### config.mk
export PLATFORM = sky130hd
export DESIGN_NAME = itcm_arbiter
export DESIGN_NICKNAME = d
export VERILOG_FILES = /design/src/rtl/itcm_arbiter.sv
export SDC_FILE = /design/constraint.sdc
export NUM_CORES = 1
export LEC_CHECK = 0
export ABC_AREA = 1
export CELL_PAD_IN_SITES_DETAIL_PLACEMENT = 0
export CELL_PAD_IN_SITES_GLOBAL_PLACEMENT = 1
export CORE_MARGIN = 10
export CORE_UTILIZATION = 14
export CTS_CLUSTER_DIAMETER = 60
export DETAILED_ROUTE_END_ITERATION = 8
export GPL_ROUTABILITY_DRIVEN = 0
export MAX_ROUTING_LAYER = met4
export PLACE_DENSITY = 0.89
export SYNTH_ARGS = -nofsm -noshare
export SYNTH_HDL_FRONTEND = slang
export SYNTH_SLANG_ARGS = --single-unit
### constraint.sdc
create_clock -name clk -period 1.9 [get_ports clk]
set_input_delay 0.38 -clock clk [delete_from_list [all_inputs] [get_ports clk]]
set_output_delay 0.38 -clock clk [all_outputs]
set_load 0.03 [all_outputs]
### src/rtl/itcm_arbiter.sv
`default_nettype none
// ============================================================================
// Module      : itcm_arbiter
// Description : Fetch/loader arbiter and sequencer for the dual 16-bit ITCM
//               banks. Optional boot hold: ITCM_BOOT_HOLD_EN.
// Revision    : 1.0 - initial release
// ============================================================================
module itcm_arbiter #(
    parameter int DEPTH    = 1024,
    parameter int WAIT_MAX = 4,
    localparam int AW      = $clog2(DEPTH),
    localparam int ADDR_W  = AW + 2
) (
    input  logic              clk,
    input  logic              reset,
    // fetch port
    input  logic              f_req,
    input  logic [ADDR_W-1:0] f_addr,
    output logic              f_gnt,
    output logic              f_rvalid,
    output logic [31:0]       f_rdata,
    // loader / debug port
    input  logic              l_req,
    input  logic              l_we,
    input  logic [AW-1:0]     l_addr,
    input  logic [31:0]       l_wdata,
    input  logic [3:0]        l_wstrb,
    output logic              l_gnt,
    output logic              l_rvalid,
    output logic [31:0]       l_rdata,
    // bank 0 (bytes 2..3 of each word)
    output logic              b0_en,
    output logic              b0_we,
    output logic [AW-1:0]     b0_addr,
    output logic [15:0]       b0_wdata,
    output logic [1:0]        b0_wmask,
    input  logic [15:0]       b0_rdata,
    // bank 1 (bytes 0..1 of each word)
    output logic              b1_en,
    output logic              b1_we,
    output logic [AW-1:0]     b1_addr,
    output logic [15:0]       b1_wdata,
    output logic [1:0]        b1_wmask,
    input  logic [15:0]       b1_rdata,
    input  logic              boot_done
);

    typedef enum logic [0:0] {
        ST_BOOT = 1'b0,
        ST_RUN  = 1'b1
    } state_t;

    localparam logic [1:0] c_own_none  = 2'd0;
    localparam logic [1:0] c_own_fetch = 2'd1;
    localparam logic [1:0] c_own_lrd   = 2'd2;
    localparam logic [3:0] c_wait_max  = 4'(WAIT_MAX);

`ifdef ITCM_BOOT_HOLD_EN
    localparam state_t c_state_rst = ST_BOOT;
`else
    localparam state_t c_state_rst = ST_RUN;
`endif

    state_t        r_state;
    logic [3:0]    r_wait_cnt;
    logic [1:0]    r_resp_owner;
    logic          r_resp_mis;

    logic          w_run;
    logic          w_force;
    logic          w_f_gnt;
    logic          w_l_gnt;
    logic [AW-1:0] w_f_idx;
    logic          w_f_mis;
    logic          w_unused;

    assign w_run   = (r_state == ST_RUN);
    assign w_f_idx = f_addr[ADDR_W-1:2];
    assign w_f_mis = f_addr[1];

    // A starved loader overrides fetch priority once its wait count saturates.
    assign w_force = l_req && (r_wait_cnt == c_wait_max);

    always_comb begin
        w_f_gnt = 1'b0;
        w_l_gnt = 1'b0;
        if (!reset) begin
            w_f_gnt = w_run && f_req && !w_force;
            w_l_gnt = l_req && !w_f_gnt;
        end
    end

    assign f_gnt = w_f_gnt;
    assign l_gnt = w_l_gnt;

    always_comb begin
        b0_en    = 1'b0;
        b0_we    = 1'b0;
        b0_addr  = '0;
        b0_wdata = '0;
        b0_wmask = '0;
        b1_en    = 1'b0;
        b1_we    = 1'b0;
        b1_addr  = '0;
        b1_wdata = '0;
        b1_wmask = '0;
        if (w_f_gnt) begin
            b0_en   = 1'b1;
            b1_en   = 1'b1;
            b0_addr = w_f_idx;
            // Misaligned: upper halfword lives in the next word of bank1; wraps at DEPTH.
            b1_addr = w_f_mis ? (w_f_idx + AW'(1)) : w_f_idx;
        end else if (w_l_gnt) begin
            b0_addr = l_addr;
            b1_addr = l_addr;
            if (l_we) begin
                b0_en    = |l_wstrb[3:2];
                b1_en    = |l_wstrb[1:0];
                b0_we    = |l_wstrb[3:2];
                b1_we    = |l_wstrb[1:0];
                b0_wdata = l_wdata[31:16];
                b1_wdata = l_wdata[15:0];
                b0_wmask = l_wstrb[3:2];
                b1_wmask = l_wstrb[1:0];
            end else begin
                b0_en = 1'b1;
                b1_en = 1'b1;
            end
        end
    end

    always_ff @(posedge clk or posedge reset) begin
        if (reset) begin
            r_state      <= c_state_rst;
            r_wait_cnt   <= 4'd0;
            r_resp_owner <= c_own_none;
            r_resp_mis   <= 1'b0;
        end else begin
`ifdef ITCM_BOOT_HOLD_EN
            if ((r_state == ST_BOOT) && boot_done) begin
                r_state <= ST_RUN;
            end
`else
            r_state <= ST_RUN;
`endif
            if (!l_req || w_l_gnt) begin
                r_wait_cnt <= 4'd0;
            end else if (r_wait_cnt < c_wait_max) begin
                r_wait_cnt <= r_wait_cnt + 4'd1;
            end

            if (w_f_gnt) begin
                r_resp_owner <= c_own_fetch;
                r_resp_mis   <= w_f_mis;
            end else if (w_l_gnt && !l_we) begin
                r_resp_owner <= c_own_lrd;
                r_resp_mis   <= 1'b0;
            end else begin
                r_resp_owner <= c_own_none;
                r_resp_mis   <= 1'b0;
            end
        end
    end

    assign f_rvalid = (r_resp_owner == c_own_fetch);
    assign l_rvalid = (r_resp_owner == c_own_lrd);

    always_comb begin
        f_rdata = 32'd0;
        l_rdata = 32'd0;
        if (f_rvalid) begin
            f_rdata = r_resp_mis ? {b1_rdata, b0_rdata} : {b0_rdata, b1_rdata};
        end
        if (l_rvalid) begin
            l_rdata = {b0_rdata, b1_rdata};
        end
    end

    assign w_unused = ^{f_addr[0], boot_done};

endmodule
`default_nettype wire

* After elaboration in Yosys (flattened, before gate mapping)
Cells that the tools add are included.
Word-level totals: bits in registers 7, latch bits 0, memory bits (writable) 0, bits in read-only memories 0, input bits 96, output and inout bits 128, memories kept 0
Operators by class: add/sub/neg operators 2, $mul 0, divide/modulo/power cells 0, magnitude comparators 1, equality and inequality tests 3, shift operators 0, mux-type cells 38, bitwise gates (word level) 0, reduce and logical (&&, ||, !) cells 12
Operators by type and width (number):
- $mux 16 | 6
- $mux 32 | 3
- $mux 10 | 4
- $mux 2 | 8
- $mux 1 | 15
- $add 10x1->10 const B | 1
- $mux 4 | 2
- $add 4x1->4 const B | 1
- $eq 4x3->1 const B | 1
- $logic_and 1x1->1 | 4
- $logic_not 1->1 | 4
- $lt 4x3->1 const B | 1
- $reduce_or 2->1 | 2
- $eq 2x1->1 const B | 1
- $eq 2x2->1 const B | 1
- $reduce_bool 2->1 | 1
- $logic_or 1x1->1 | 1

* Longest topological paths before layout
Gate-level depths: netlist of the first run.
depth in word-level cells 10, mapped depth 8, mapped depth without buffers 7

* Worst setup path after synthesis of the first run
Ideal clock, no wire load.
kind input to output, start point in reset, end point out b0_we, data arrival time 1.786 ns, required time 1.520 ns, path slack -0.266 ns, stages on the path 5, buffers on the path 0, path through inv_1 nand2_1 a21oi_4 nand2_1 a21oi_1
On the way: longest elaborated chain between the ends 3, elaborated cells between the ends (all ways) 4
RTL lines:
- start, declared | line 15 | input logic reset,
- $mux 1 | line 87 | if (!reset) begin
- net l_gnt | line 28 | output logic l_gnt,
- $mux 1 | line 113 | end else if (w_l_gnt) begin
- $mux 1 | line 107 | if (w_f_gnt) begin
- end, declared | line 33 | output logic b0_we,
The timed path passes the listed nets, and every way through them passes these cells.

* Final worst setup path of the first run
start point reg r_wait_cnt[1], end point out b0_addr[9]
On the way: longest elaborated chain between the ends 9, elaborated cells between the ends (all ways) 10
RTL lines:
- start, declared | line 65 | logic [3:0] r_wait_cnt;
- start signal, assigned | line 149 | r_wait_cnt <= r_wait_cnt + 4'd1;
- $eq 4x3->1 * | line 82 | assign w_force = l_req && (r_wait_cnt == c_wait_max);
- $logic_and 1x1->1 * | line 82
- $logic_not 1->1 * | line 88 | w_f_gnt = w_run && f_req && !w_force;
- $logic_and 1x1->1 * | line 88
- $logic_not 1->1 | line 89 | w_l_gnt = l_req && !w_f_gnt;
- $logic_and 1x1->1 | line 89
- $mux 1 | line 87
- $mux 10 | line 113
- $mux 10 * | line 107
- end, declared | line 34 | output logic [AW-1:0] b0_addr,
Every way passes the cells marked *; elsewhere a longest branch is shown, timed or not.

==> results of run 1 <==
## synth_stat cells
master / count / area, um^2
clkbuf_2: 1 / 5.00
dfrtp_1: 7 / 175
buf_2: 8 / 40.0
nand4_2: 1 / 12.5
xnor2_1: 1 / 8.76
nand3_1: 15 / 75.1
nor2_1: 82 / 308
nand3_2: 1 / 10.0
xor2_1: 2 / 17.5
nand4_1: 2 / 12.5
ha_1: 3 / 37.5
o22ai_1: 5 / 31.3
inv_1: 61 / 229
a21oi_1: 36 / 180
o21ai_0: 46 / 230
clkbuf_1: 15 / 56.3
a21oi_4: 1 / 16.3
o21ai_1: 2 / 10.0
nor3_1: 2 / 10.0
nand2_1: 61 / 229
## tightest hold or removal path, stage by stage
cell and delay (ns):
dlygate4sd2_1 0.26, clkinvlp_4 0.14, buf_4 0.18
## placed cells by master, fill, tap and decap left out, drive strengths merged
| cell type | count |
|---|---|
| a21oi | 37 |
| buf | 174 |
| clkbuf | 6 |
| clkdlybuf4s50 | 86 |
| clkinvlp | 3 |
| dfrtp | 7 |
| dlygate4sd2 | 6 |
| dlymetal6s2s | 1 |
| ha | 3 |
| inv | 59 |
| nand2 | 61 |
| nand3 | 16 |
| nand4 | 3 |
| nor2 | 82 |
| nor3 | 2 |
| o21ai | 48 |
| o22ai | 5 |
| xnor2 | 1 |
| xor2 | 2 |
## power by group
part           switching (mW)  internal, mW
registers             0.00745         0.159
clock network          0.0774         0.279
logic                   0.577         0.528
total                   0.662         0.967
## per-stage QoR
step	std cells	TNS [ns]
after floorplan	352	-1.38
after global placement	724	-12.98
after detailed placement	724	-14.91
after CTS	743	-13.06
after global routing	749	-17.27
final	749	-12.46
## flip-flops by register name, summed over array words and instances (netlist names)
| signal | cells |
|---|---|
| r_resp_owner | 2 |
| r_wait_cnt | 4 |
| r_resp_mis | 1 |
## logic make-up (layout without fill, tap and decap cells)
kind of cell / after synthesis / after routing / share of synthesized area, %
and+or+nand+nor: 164 / 164 / 38.8
buffers and inverters: 85 / 335 / 19.5
DFF: 7 / 7 / 10.3
adders and majority gates: 3 / 3 / 2.22
AOI/OAI and AO/OA: 90 / 90 / 27.6
xor gates and xnor gates: 3 / 3 / 1.55
## worst max path at each step
stage             startpoint           end  slack (ns)  cells after the start
2_1_floorplan  r_wait_cnt[0]    b0_addr[7]       -0.18                      6
3_3_place_gp           l_req    b1_addr[0]       -0.37                      7
5_1_grt        r_wait_cnt[1]    b0_addr[9]       -0.38                      9
4_1_cts        r_wait_cnt[1]  b1_wdata[11]       -0.28                     10
6_report       r_wait_cnt[1]    b0_addr[9]       -0.29                      9
3_5_place_dp           l_req    b1_addr[0]       -0.39                      7
## area by class of cell
| cell class | count | area (um^2) | share of cell area (%) |
|---|---|---|---|
| inverters | 61 | 236 | 4.54 |
| repair buffers | 269 | 2870 | 55.2 |
| multi-input cells | 260 | 1650 | 31.7 |
| repair inverters | 1 | 7.51 | 0.144 |
| clock buffers | 4 | 78.8 | 1.51 |
| well taps | 147 | 184 | 3.53 |
| flip-flops and latches | 7 | 175 | 3.37 |
## metal layers
metal / vias up / share of wire, % / global-route usage [%]
met2: 220 / 47 / 23.0
met5: - / 0 / -
met4: 0 / 1.2 / 2.98
li1: 1600 / - / -
met3: 12 / 12 / 3.98
met1: 1429 / 40 / 14.5
## timing repair
item,in CTS,in global routing
gates cloned,5,2
pin swaps,6,7
setup endpoints to repair,63,73
gates resized for setup,97,43
setup buffers,10,6
==> summary.md, run 1 <==
| Metric | Value |
|---|---|
| Cells after Synth | around 350 |
| Mapped Nets | about 450 |
| Worst EP required | 1.52 ns |
| HP Class | input port to asynchronous set/reset pin |
| Max Freq | between 0.4 and 0.5 GHz |
| Slowest stage delay, CP | roughly 0.39 ns |
| Overall power | 1.63 mW |
| HPWL after detailed placement | around 9400 um |
| CP arrival | 1.81 ns |
| Flop2flop setup slack | 0.20 ns |
| Worst path bufs/invs | 4 |
| Static leakage | approximately 2.4 nW |
| Initial antenna violation count | 0 |
| Final Instance Area | ~5200 um^2 |
| Area growth syn-to-layout | 207% |
| Layout cell share with drive strength beyond 1 | between 40% and 50% |
| Drt via density | ~4.4 |
| Final wirelength | 12300 um |
| DR iter-0 viols | approximately 110 |
| Post-place instance area | between 4000 and 5000 um^2 |
| RR Endpoint | r_wait_cnt[0] |
| MaxCap Viol Count | 0 |
| First-pass GRT wire length | roughly 17000 um |
| Worst Skew | approximately 0.0011 ns |
| Die width | 130 um |
| Yosys cell types | 20 |
| Syn Area/Cell | 4.81 um^2 |
| Overflow left after global routing | 0 |
| DIE HEIGHT | 130 um |
| DP Worst Slack | -0.394 ns |
| Worst path cell trace | inv_2, ha_4, nand4_4, buf_6, a21oi_4, buf_12, nand2_1, o21ai_1, buf_4 |
| Critical path launch point type | register |
| CTS Buf Count | 3 |
| Overall routing resource usage | about an eighth |
| Cell row count | 40 |
| Hold_ws | 0.398 ns |
| Fin. Hold Viols | 0 |
| Crit path kind | register to output port |
| Setup-failing EPs final | between 60 and 70 |
| Period utilization | 115% |
| Vias | 3261 |
| Port bufs | 221 |
| Slew HR | between 80% and 90% |
| Delay-heaviest family, CP | buffers and inverters |
| Filler cells | about 1100 |
| Largest net degree at the start of global routing | 65 |
| Clk sink count | 7 |
| Pwr per Cell Area | between 300 and 400 nW/um^2 |
| Core box area | 11900 um^2 |
| Failing checks | setup timing |
| Slew Limit Fails | 0 |
| Status | finished, violations left |
| R2R cell count | 10 |
| CP max stage cell | dfrtp_1 |
| Mapped Area | 1690 um^2 |
| Synth warnings | 0 |
| Post-route setup slack | -0.291 ns |
| Root Driver | clkbuf_16 |
| CTS tree | done |
| IO Count | 224 |
| Nets | approximately 700 |
| Worst skew pair latency | about 0.23 ns |
| R2r startpoint | r_wait_cnt[1] |
| CP endpoint kind | output port |
| Clk slew on worst S/H paths | approximately 0.04 ns |
| Vias in the first global route | ~3200 |
| RSZ-0062 raised after global routing | true |
| Drt pass-1 iters | 5 |
| VDD IR max | 0.178 mV |
| Flops & latches, synth | 7 |
| Antenna Cells | 0 |
| Sequential element share of the synthesized area | about a tenth |
| Finished Core Util | ~44% |
| Worst-case clock buffer depth | 2 |
| Drc violations | 0 |
| CP Max Fanout | 6 |
| Final ANT Viol Nets | 0 |
| Initial core utilization | 14.2% |
| Die area | approximately 17000 um^2 |
| Slew @ Worst Pin | 0.295 ns |
| Clock H-tree levels | 1 |
| Number of hold buffers added after CTS | 0 |
| WL/cell | roughly 16 um |
| Min Tclk post-route | ~2.2 ns |
Power figures use the tool's default switching activity.
==> run 2: changes to the inputs <==
- PLACE_DENSITY: 0.89 -> default
- PLACE_DENSITY_LB_ADDON: default -> 0.1
==> summary.md, run 2 (same netlist as run 1, synthesis figures left out) <==
| Metric | Value |
|---|---|
| Clk slew on worst S/H paths | 0.04 ns (about the same) |
| WL/cell | 14.9 um (-9.4%) |
| Clock H-tree levels | 1 (unchanged) |
| TNS Setup | -9.18 ns (+3.29 ns) |
| Drt via density | 4.18 (-4.0%) |
| Failing checks | setup timing |
| IO Count | 224 (unchanged) |
| CTS tree | done |
| DIE HEIGHT | 130 um (unchanged) |
| Vias in the first global route | 3215 (-1.0%) |
| CP max stage cell | dfrtp_1 |
| Max Freq | 0.474 GHz (+3.9%) |
| Post-place instance area | 4260 um^2 (-1.1%) |
| Max FFs per register | 4 (unchanged) |
| Initial core utilization | 14.2% (unchanged) |
| Static leakage | 2.44 nW (-0.33%) |
| Top Registers | r_wait_cnt (4), r_resp_owner (2), r_resp_mis (1) |
| Status | finished, violations left |
| Overall routing resource usage | 12.3% (-0.92 points) |
| Worst skew pair latency | 0.23 ns (about the same) |
| Vias | 3152 (-3.3%) |
| Slew HR | 84.3% (+4.0 points) |
| Most frequent cells in the layout | buf_4 (107), clkdlybuf4s50_1 (87), inv_1 (57), buf_6 (56), nand2_1 (51) |
| DR iter-0 viols | 71 (-34%) |
| Largest net degree at the start of global routing | 34 (-48%) |
| Drt pass-1 iters | 4 (-1) |
| MaxCap Viol Count | 0 (unchanged) |
| Slowest stage delay, CP | 0.38 ns (about the same) |
| Core box area | 11900 um^2 (unchanged) |
| Pwr per Cell Area | 315 nW/um^2 (+0.56%) |
| Overall power | 1.59 mW (-2.2%) |
| Hold_ws | 0.562 ns (+0.164 ns) |
| Min Tclk post-route | 2.11 ns (-0.0822 ns) |
| CTS Buf Count | 3 (unchanged) |
| Slew @ Worst Pin | 0.236 ns (-0.0585 ns) |
| Finished Core Util | 42.5% (-1.2 points) |
| Final wirelength | 11200 um (-8.8%) |
| Worst Skew | 0.00128 ns (+0.000205 ns) |
| Post-route setup slack | -0.209 ns (+0.0822 ns) |
| Crit path kind | register to output port |
| Filler cells | 1220 (+8.5%) |
| Clk sink count | 7 (unchanged) |
| Cell row count | 40 (unchanged) |
| Delay-heaviest family, CP | buffers and inverters |
| Layout cell share with drive strength beyond 1 | 43.1% (+0.88 points) |
| Worst path cell trace | inv_2, ha_4, nand4_4, buf_12, a21oi_4, nand2_4, a21oi_2, buf_6 |
| Root Driver | clkbuf_16 |
| VDD IR max | 0.126 mV (-29%) |
| CP endpoint kind | output port |
| Worst-case clock buffer depth | 2 (unchanged) |
| Initial antenna violation count | 1 (+1) |
| CP arrival | 1.73 ns (-0.08 ns) |
| Setup-failing EPs final | 62 (unchanged) |
| Nets | 706 (+0.57%) |
| RSZ-0062 raised after global routing | true |
| Die width | 130 um (unchanged) |
| Area growth syn-to-layout | 199% |
| Worst path bufs/invs | 3 (-1) |
| HPWL after detailed placement | 9080 um (-3.7%) |
| Drc violations | 0 (unchanged) |
| Worst EP required | 1.52 ns (about the same) |
| Period utilization | 111% (-4.3 points) |
| Critical path launch point type | register |
| Final ANT Viol Nets | 0 (unchanged) |
| Fin. Hold Viols | 0 (unchanged) |
| First-pass GRT wire length | 16300 um (-5.3%) |
| Number of hold buffers added after CTS | 0 (unchanged) |
| Port bufs | 221 (unchanged) |
| Die area | 16900 um^2 (unchanged) |
| Slew Limit Fails | 0 (unchanged) |
| HP Class | register to register |
| Final Instance Area | 5060 um^2 (-2.7%) |
| CP Max Fanout | 6 (unchanged) |
| Commonest non-fill, non-tap cell in the layout | buf_4 |
| Largest reg by FF count | r_wait_cnt |
| Overflow left after global routing | 0 (unchanged) |
-- run 2: cell types whose count changed in the layout (fill, tap and decap cells not counted), moves of 3 or more --
| cell | before | now |
|---|---|---|
| buf_6 | 53 | 56 |
| nand3_1 | 8 | 12 |
| nor2_4 | 37 | 31 |
| buf_4 | 91 | 107 |
| nand3_2 | 6 | 3 |
| nand2_1 | 55 | 51 |
| nor2_2 | 1 | 7 |
| buf_12 | 26 | 14 |
-- run 2: final cells by class --
| type | instances | area (um^2) | area share, % |
|---|---|---|---|
| Tap cell | 147 | 184 | 3.63 |
| Clock buffer | 4 | 78.8 | 1.56 |
| Antenna cell | 1 | 2.50 | 0.0494 |
| Timing Repair Buffer | 274 | 2750 | 54.2 |
| Multi-Input combinational cell | 260 | 1640 | 32.4 |
| Sequential cell | 7 | 176 | 3.48 |
| Inverter | 61 | 233 | 4.60 |
-- run 2: timing repair --
action	in CTS	in global routing
gates resized for setup	101	42
setup endpoints to repair	62	70
gates cloned	3	2
pin swaps	8	7
buffers inserted	10	4
-- run 2: tightest hold or removal path: stages, from the launching register on --
cell	delay (ns)
dfrtp_1	0.33
inv_1	0.09
nor2_1	0.10
-- run 2: final timing paths --
| check | slack, ns | from | end | depth (start not counted) |
|---|---|---|---|---|
| max | -0.21 | r_wait_cnt[1] | b0_we | 8 |
| min | 0.56 | r_wait_cnt[3] | r_wait_cnt[3] | 2 |
| max reg2reg | 0.22 | r_wait_cnt[1] | r_wait_cnt[2] | 10 |
| min reg2reg | 0.56 | r_wait_cnt[3] | r_wait_cnt[3] | 2 |
| max in group asynchronous | 1.19 | reset | r_resp_mis | 3 |
| min in group asynchronous | 0.58 | reset | r_wait_cnt[1] | 3 |
-- run 2: power breakdown --
part	switching (mW)	internal (mW)	total [mW]	leakage, nW
logic	0.550	0.515	1.07	2.31
clock network	0.0801	0.279	0.359	0.0382
registers	0.00895	0.160	0.168	0.0924
total	0.639	0.954	1.59	2.44
-- run 2: metal layers --
metal | wire, um | GRT usage [%] | vias up | part of all wire, %
met5 | 0 | - | - | 0
met4 | 133 | 2.65 | 0 | 1.2
met3 | 971 | 3.53 | 9 | 8.6
met2 | 5620 | 21.8 | 134 | 50
met1 | 4510 | 13.3 | 1398 | 40
li1 | - | - | 1611 | -
-- run 2: through the flow --
| step | std cells | setup WS (ns) |
|---|---|---|
| detailed placement | 734 | -0.308 |
| CTS | 750 | -0.218 |
| finish | 754 | -0.209 |
| global placement | 734 | -0.296 |
| floorplan | 352 | -0.182 |
| global route | 754 | -0.278 |
